## src/rtl/tomasulo_pkg.sv

```systemverilog
// Shared Tomasulo-core definitions used by the CDB arbiter and its bench.
//   ROB_TAG_W : width of a reorder-buffer index (16-entry ROB)
//   XLEN      : result value width
//   FU_*      : requester index assigned to each functional unit on the CDB
//   rr_next   : round-robin successor with an explicit wrap at n, so the
//               pointer stays correct when n is not a power of two
package tomasulo_pkg;

  localparam int ROB_TAG_W = 4;
  localparam int XLEN      = 32;

  localparam int FU_ADD = 0;
  localparam int FU_MUL = 1;
  localparam int FU_LD  = 2;
  localparam int FU_BR  = 3;

  function automatic int rr_next(input int idx, input int n);
    return (idx + 1 >= n) ? 0 : idx + 1;
  endfunction

endpackage

```

## src/rtl/rr_pick.sv

```systemverilog
// Combinational round-robin picker.
// The search starts at i_ptr and ascends, wrapping modulo NUM_REQ.
// The first requester with i_valid set wins.
//   i_valid : per-requester request flags
//   i_ptr   : highest-priority requester index (expected < NUM_REQ)
//   i_en    : when low, nothing is granted
//   o_grant : one-hot grant, or all zero
//   o_idx   : index of the granted requester (0 when none)
//   o_any   : a grant was issued
module rr_pick #(
  parameter int NUM_REQ = 4,
  parameter int SRC_W   = 2
) (
  input  logic [NUM_REQ-1:0] i_valid,
  input  logic [SRC_W-1:0]   i_ptr,
  input  logic               i_en,
  output logic [NUM_REQ-1:0] o_grant,
  output logic [SRC_W-1:0]   o_idx,
  output logic               o_any
);

  // The position being examined is ptr+k folded back into range.
  // The inner loop matches that position against constant indices, so no
  // variable-width index is needed.
  always_comb begin
    int w_pos;
    o_grant = '0;
    o_idx   = '0;
    o_any   = 1'b0;
    w_pos   = 0;
    if (i_en) begin
      for (int k = 0; k < NUM_REQ; k++) begin
        w_pos = int'(i_ptr) + k;
        if (w_pos >= NUM_REQ) w_pos = w_pos - NUM_REQ;
        for (int j = 0; j < NUM_REQ; j++) begin
          if (!o_any && (j == w_pos) && i_valid[j]) begin
            o_any      = 1'b1;
            o_grant[j] = 1'b1;
            o_idx      = SRC_W'(j);
          end
        end
      end
    end
  end

endmodule

```

## src/rtl/cdb_arbiter.sv

```systemverilog
// Common data bus arbiter.
// It grants at most one completed functional-unit result per cycle, in
// round-robin order, and broadcasts the result one cycle later on a
// registered bus. A flush kills the grant in the current cycle, so nothing
// is broadcast in the following cycle.
//   clk, rst_n    : clock, synchronous active-low reset
//   flush         : misprediction flush, active high
//   req_valid     : per-FU result valid
//   req_tag       : per-FU ROB index; requester i is at [i*TAG_W +: TAG_W]
//   req_data      : per-FU result value, packed the same way
//   req_ready     : per-FU accept (combinational, one-hot or zero)
//   cdb_valid     : registered broadcast valid
//   cdb_tag       : broadcast ROB index
//   cdb_data      : broadcast value
//   cdb_src       : index of the requester being broadcast
//   grant_ptr     : round-robin priority pointer
module cdb_arbiter
  import tomasulo_pkg::*;
#(
  parameter int NUM_REQ = 4,
  parameter int DATA_W  = XLEN,
  parameter int TAG_W   = ROB_TAG_W,
  parameter int SRC_W   = 2
) (
  input  logic                      clk,
  input  logic                      rst_n,
  input  logic                      flush,
  input  logic [NUM_REQ-1:0]        req_valid,
  input  logic [NUM_REQ*TAG_W-1:0]  req_tag,
  input  logic [NUM_REQ*DATA_W-1:0] req_data,
  output logic [NUM_REQ-1:0]        req_ready,
  output logic                      cdb_valid,
  output logic [TAG_W-1:0]          cdb_tag,
  output logic [DATA_W-1:0]         cdb_data,
  output logic [SRC_W-1:0]          cdb_src,
  output logic [SRC_W-1:0]          grant_ptr
);

  logic               r_valid;
  logic [TAG_W-1:0]   r_tag;
  logic [DATA_W-1:0]  r_data;
  logic [SRC_W-1:0]   r_src;
  logic [SRC_W-1:0]   r_ptr;

  logic [NUM_REQ-1:0] w_grant;
  logic [SRC_W-1:0]   w_idx;
  logic               w_any;
  logic               w_en;
  logic [TAG_W-1:0]   w_tag;
  logic [DATA_W-1:0]  w_data;

  // Reset and flush both block the grant, so a flush cycle neither
  // accepts a result nor moves the pointer.
  assign w_en = rst_n & ~flush;

  rr_pick #(
    .NUM_REQ (NUM_REQ),
    .SRC_W   (SRC_W)
  ) u_pick (
    .i_valid (req_valid),
    .i_ptr   (r_ptr),
    .i_en    (w_en),
    .o_grant (w_grant),
    .o_idx   (w_idx),
    .o_any   (w_any)
  );

  always_comb begin
    w_tag  = '0;
    w_data = '0;
    for (int i = 0; i < NUM_REQ; i++) begin
      if (w_grant[i]) begin
        w_tag  = req_tag[i*TAG_W +: TAG_W];
        w_data = req_data[i*DATA_W +: DATA_W];
      end
    end
  end

  always_ff @(posedge clk) begin
    if (!rst_n) begin
      r_valid <= 1'b0;
      r_tag   <= '0;
      r_data  <= '0;
      r_src   <= '0;
      r_ptr   <= '0;
    end else begin
      r_valid <= w_any;
      if (w_any) begin
        r_tag  <= w_tag;
        r_data <= w_data;
        r_src  <= w_idx;
        r_ptr  <= SRC_W'(rr_next(int'(w_idx), NUM_REQ));
      end
    end
  end

  assign req_ready = w_grant;
  assign cdb_valid = r_valid;
  assign cdb_tag   = r_tag;
  assign cdb_data  = r_data;
  assign cdb_src   = r_src;
  assign grant_ptr = r_ptr;

endmodule

```

## config.mk

```make
export PLATFORM = sky130hd
export DESIGN_NAME = cdb_arbiter
export DESIGN_NICKNAME = d
export VERILOG_FILES = /design/src/rtl/tomasulo_pkg.sv /design/src/rtl/rr_pick.sv /design/src/rtl/cdb_arbiter.sv
export SDC_FILE = /design/constraint.sdc
export NUM_CORES = 1
export LEC_CHECK = 0
export BUFFER_PORTS_ARGS = -buffer_cell sky130_fd_sc_hd__buf_4
export CAP_MARGIN = 30
export CORE_ASPECT_RATIO = 2
export CORE_MARGIN = 1.5
export CORE_UTILIZATION = 42
export DETAILED_ROUTE_END_ITERATION = 6
export PLACE_DENSITY = 0.95
export SLEW_MARGIN = 0
export SYNTH_ARGS = -nofsm -noshare
export SYNTH_HDL_FRONTEND = slang
export SYNTH_HIERARCHICAL = 1
export SYNTH_SLANG_ARGS = --single-unit
```

## constraint.sdc

```tcl
create_clock -name clk -period 4.1 [get_ports clk]
set_input_delay 0.82 -clock clk [delete_from_list [all_inputs] [get_ports clk]]
set_output_delay 0.82 -clock clk [all_outputs]
set_load 0.01 [all_outputs]
```

## Word-level counts from Yosys, hierarchy flattened

Cells that the tools add are included.

| word-level totals | value |
|---|---|
| bits of input ports | 151 |
| logic and storage cells | 163 |
| output and inout port bits | 45 |
| register bits | 41 |

| cells by class | value |
|---|---|
| equal/unequal tests | 12 |
| muxes and demuxes | 81 |
| magnitude comparators | 5 |
| bitwise gates (word level) | 2 |
| reductions and logical operators | 50 |
| add/subtract/negate cells | 8 |

Operator list:

| cell | count |
|---|---|
| $mux W32 | 12 |
| $eq A3 B32 Y1 const A | 8 |
| $eq A2 B32 Y1 const A | 4 |
| $logic_not A32 Y1 | 4 |
| $ge A32 B4 Y1 const B | 3 |
| $sub A32 B4 Y32 const B | 3 |
| $mux W1 | 48 |
| $mux W2 | 16 |
| $logic_and A1 B1 Y1 | 31 |
| $mux W4 | 5 |
| $logic_not A1 Y1 | 15 |
| $add A2 B1 Y3 const B | 2 |
| $add A2 B2 Y3 const B | 2 |
| $sub A2 B3 Y4 const B | 1 |
| $ge A2 B3 Y1 const B | 1 |
| $ge A3 B3 Y1 const B | 1 |
| $and A1 B1 Y1 | 1 |
| $not A1 Y1 | 1 |

## Longest topological paths before layout

| depth | value |
|---|---|
| depth after elaboration | 86 |
| mapped depth | 10 |
| depth with buffers taken out | 8 |

## By module

Netlist, hierarchy kept.

By module, submodules not included:

| module | area each (um2) | instances | sequential area each (um2) | cells an instance |
|---|---|---|---|---|
| cdb_arbiter | 2205.9 | 1 | 820.8 | 235 |
| rr_pick | 136.4 | 1 | 0.0 | 24 |

## Worst setup path before layout

Ideal clock, no wire load.

| path | value |
|---|---|
| path type | input-to-reg |
| from | in rst_n |
| to | reg r_tag[2], in the netlist cdb_tag[2] |
| setup slack | 1.346 ns |
| data required time | 3.967 ns |
| setup time | 0.133 ns |
| cell stages on the path | 8 |
| path buffers | 2 |
| arrival time | 2.621 ns |
| cell sequence | clkbuf_1 > clkbuf_1 > nor2b_1 > inv_1 > nor2_1 > and3b_1 > a2111oi_0 > o22ai_1 |

| between the ends | value |
|---|---|
| elaborated cells between the ends (all ways) | 7 |
| classes of those cells | 6 x mux; 1 x bitwise |

RTL lines:

| element | line | source |
|---|---|---|
| start, declared | cdb_arbiter.sv:26 | `input logic rst_n,` |
| $and A1 B1 Y1 | cdb_arbiter.sv:54 | `assign w_en = rst_n & ~flush;` |
| net w_en | cdb_arbiter.sv:48 | `logic w_en;` |
| $mux W4 | rr_pick.sv:31 | `if (i_en) begin` |
| net req_ready[1] | cdb_arbiter.sv:31 | `output logic [NUM_REQ-1:0] req_ready,` |
| $mux W4 (3 in a row) | cdb_arbiter.sv:72 | `if (w_grant[i]) begin` |
| end signal, assigned | cdb_arbiter.sv:89 | `r_tag <= w_tag;` |
| end, declared | cdb_arbiter.sv:40 | `logic [TAG_W-1:0] r_tag;` |

The timed path passes the listed nets, and every way through them passes these cells.
A chain may end at the register's enable or synchronous reset.

## Final worst setup path

| path | value |
|---|---|
| from | in req_valid[1] |
| to | out req_ready[3] |

| between the ends | value |
|---|---|
| longest elaborated chain between the ends | 73 |
| elaborated cells between the ends (all ways) | 76 |
| classes of those cells | 33 x mux; 43 x reduce/logical |

Ends and longest elaborated chain:

| element | line | source |
|---|---|---|
| start, declared | cdb_arbiter.sv:28 | `input logic [NUM_REQ-1:0] req_valid,` |
| $logic_and A1 B1 Y1 | rr_pick.sv:36 | `if (!o_any && (j == w_pos) && i_valid[j]) begin` |
| $mux W1 | rr_pick.sv:36 |  |
| $mux W1 | rr_pick.sv:31 |  |
| $logic_not A1 Y1 | rr_pick.sv:36 |  |
| $logic_and A1 B1 Y1 (2 in a row) | rr_pick.sv:36 |  |
| $mux W1 | rr_pick.sv:36 |  |
| $mux W1 | rr_pick.sv:31 |  |
| $logic_not A1 Y1 | rr_pick.sv:36 |  |
| [54 not listed] | n/a |  |
| $logic_not A1 Y1 | rr_pick.sv:36 |  |
| $logic_and A1 B1 Y1 (2 in a row) | rr_pick.sv:36 |  |
| $mux W1 | rr_pick.sv:36 |  |
| $mux W1 | rr_pick.sv:31 |  |
| $logic_not A1 Y1 | rr_pick.sv:36 |  |
| $logic_and A1 B1 Y1 (2 in a row) | rr_pick.sv:36 |  |
| $mux W1 (*) | rr_pick.sv:36 |  |
| $mux W4 (*) | rr_pick.sv:31 |  |
| end, declared | cdb_arbiter.sv:31 |  |

Mark *: on every way between the ends. The rest lies on a longest branch, timed or not. The select of a mux whose other input is x is not followed.

==> results.json <==
{
  "switching_share_pct": 23.1,
  "setup_violations": 0,
  "p_leak_uw": 0.00163,
  "cp-end-kind": "output port",
  "antenna_found_initial": 0,
  "die_h_um": 109,
  "ant_nets": 0,
  "path_buf_inv": 3,
  "min_period_over_period_pct": 73.8,
  "cts.htree.levels": 2,
  "grt_overflow": 0,
  "coreArea_um2": 5420,
  "drive_above_1_share_pct": 49.1,
  "holdPathStages": 2,
  "r2r-end": "cdb_data[18]",
  "arrival_ns": 2.20,
  "whs_ns": 0.495,
  "worst_path_max_delay_cell": "buf_4",
  "cp_common_cell": "buf_4",
  "pwr-share-clk_pct": 37.5,
  "r2r_cells": 9,
  "clkSinkCount": 41,
  "routedWlPerCell_um": 19.8,
  "critPathTopFamily": "buffers and inverters",
  "clk_latency_ns": 0.28,
  "hold_buffers": 0,
  "crit_start": "req_valid[1]",
  "max-slew-margin-rel_pct": 55.6,
  "ys_seq_elements": 41,
  "drc_errors": 0,
  "cts_tree": "done",
  "cts_setup_buffers": 0,
  "critPathLaunchType": "input port",
  "grt_pass1_vias": 3236,
  "ctsLongestPathBuffers": 2,
  "die_w_um": 55.8,
  "areaGrowthSynthToFinish_pct": 67.3,
  "grt_pass1_wl_mm": 15.3,
  "crit_chain": "buf_4, nor2_1, o221a_2, and2_1, buf_4, buf_4",
  "pwr-share-seq_pct": 40.5,
  "die_area_um2": 6060,
  "p_int_uw": 782,
  "grt_max_degree": 43,
  "ir_drop_mv": 0.369,
  "yosysSeqAreaShare_pct": 35.0,
  "min_period_ns": 3.02,
  "power.switching_uw": 235,
  "tightest_slew_ns": 0.666,
  "powerDensity_nw_per_um2": 260,
  "slew_violations": 0,
  "hold_start": "cdb_tag[2]",
  "synth_cell_types": 29,
  "hpwlAfterDp_mm": 7.19,
  "crit_required_ns": 3.28,
  "max_freq_mhz": 331,
  "syn_nets": 411,
  "pin_count": 196,
  "port_buffers": 195,
  "layout_commonest_cell": "buf_4",
  "start_util_pct": 43.2,
  "drtIter0Drc": 271,
  "hold_viol_final": 0,
  "path_class": "input port to output port",
  "outcome": "finished clean",
  "vias": 3236,
  "p_comb_share_pct": 22.1,
  "synth_area_um2": 2340,
  "vias_per_cell": 6.50,
  "critPathMaxStageDelay_ns": 0.38,
  "antenna_cells": 0,
  "cp_max_fo": 40,
  "nets": 589,
  "layout_common_cells": "202 x buf_4, 41 x dfxtp_1, 40 x a21oi_1, 36 x o221ai_1",
  "drv_cap": 0,
  "clk_pin_slew_ns": 0.08,
  "drt-total-wl_mm": 9.86,
  "yosys_warnings": 6,
  "fin_tns_setup_ns": 0,
  "clockRootBuffer": "clkbuf_8",
  "firstDrtPassIters": 5,
  "rows": 38,
  "utilization_pct": 72.3,
  "skew_ns": 0.00651,
  "syn_area_per_cell_um2": 9.04,
  "synthCells": 259,
  "min_to": "cdb_tag[2]",
  "cts.repair.resized": 0,
  "rsz0062_at_grt": "false",
  "place.gp.congestion": 0.900,
  "rrSetupSlack_ns": 1.24,
  "track_usage_pct": 31.2,
  "hold_class": "register to register",
  "timing.rr.start": "grant_ptr[1]",
  "cts_buffers": 5
}
## registers in the layout, indices dropped and copies added, names as in the netlist
| register | cells |
|---|---|
| cdb_data | 32 |
| cdb_tag | 4 |
| cdb_src | 2 |
| grant_ptr | 2 |
| cdb_valid | 1 |
## cell families (layout without fill, tap and decap cells)
family	Yosys count	after routing	synth area share, %
AOI/OAI and AO/OA	156	156	49.6
adders and majority gates	1	1	0.534
buffers and inverters	37	216	7.91
DFF	41	41	35.0
muxes	3	3	1.28
and+or+nand+nor	21	21	5.66
## metal layers
metal | part of all wire [%] | vias to the layer above | GRT usage [%]
met5 | 0 | - | 0
met4 | 3.1 | 0 | 13.9
met3 | 6.6 | 24 | 4.51
met2 | 55 | 203 | 58.2
met1 | 35 | 1556 | 34.2
li1 | - | 1453 | -
## layout make-up
cell class,count,area (um2)
timing repair buffer,202,1520
fill,432,1500
multi-input combinational,181,1350
sequential,41,821
tap,60,75.1
clock buffer,5,68.8
clock inverter,3,65.1
inverter,6,22.5
## power groups by stage
stage,clock [uW],combinational (uW),sequential [uW]
floorplan,0,78.9,423
global placement,0,216,420
detailed placement,0,222,421
CTS,392,222,411
global route,404,240,413
finish,381,224,412
## worst max-delay path by stage
stage	cells after the start	to
6_report	6	req_ready[3]
5_1_grt	6	req_ready[3]
2_1_floorplan	8	cdb_tag[2]
3_5_place_dp	9	cdb_data[18]
3_3_place_gp	9	cdb_data[3]
4_1_cts	6	req_ready[3]
## worst reg2reg max path: stages (launching register included)
cell and delay [ns]:
dfxtp_1 0.49, inv_1 0.14, a21oi_1 0.23, o221a_2 0.25, and2_1 0.13, buf_4 0.38
nand2_1 0.47, buf_4 0.37, o221ai_1 0.19, a21oi_1 0.08
## cells in the mapped netlist (all sizes together)
| cell | instances | area [um2] |
|---|---|---|
| o21ai | 1 | 5.00 |
| dfxtp | 41 | 821 |
| o221ai | 36 | 315 |
| a21oi | 41 | 205 |
| nor2 | 4 | 15.0 |
| inv | 6 | 22.5 |
| o311ai | 1 | 8.76 |
| clkbuf | 13 | 48.8 |
| a22oi | 35 | 263 |
| o311a | 1 | 10.0 |
| and2 | 3 | 18.8 |
| nand2 | 2 | 7.51 |
| and3b | 1 | 8.76 |
| o221a | 1 | 11.3 |
| a221oi | 35 | 307 |
| nand2b | 2 | 12.5 |
| nor2b | 6 | 37.5 |
| o22ai | 2 | 12.5 |
| mux2i | 3 | 30.0 |
| nor3b | 2 | 26.3 |
| o21a | 2 | 15.0 |
| ha | 1 | 12.5 |
| and3 | 1 | 6.26 |
| buf | 18 | 114 |
| a2111oi | 1 | 8.76 |
## stage by stage
step	instance area [um2]	total power [uW]	setup WS, ns	instances
after floorplan	2340	502	1.35	259
after global placement	3780	636	1.03	490
after detailed placement	3780	643	0.921	490
after CTS	3920	1030	1.11	498
after global routing	3920	1060	1.03	498
final	3920	1020	1.08	498
(Power assumes the default switching activity.)
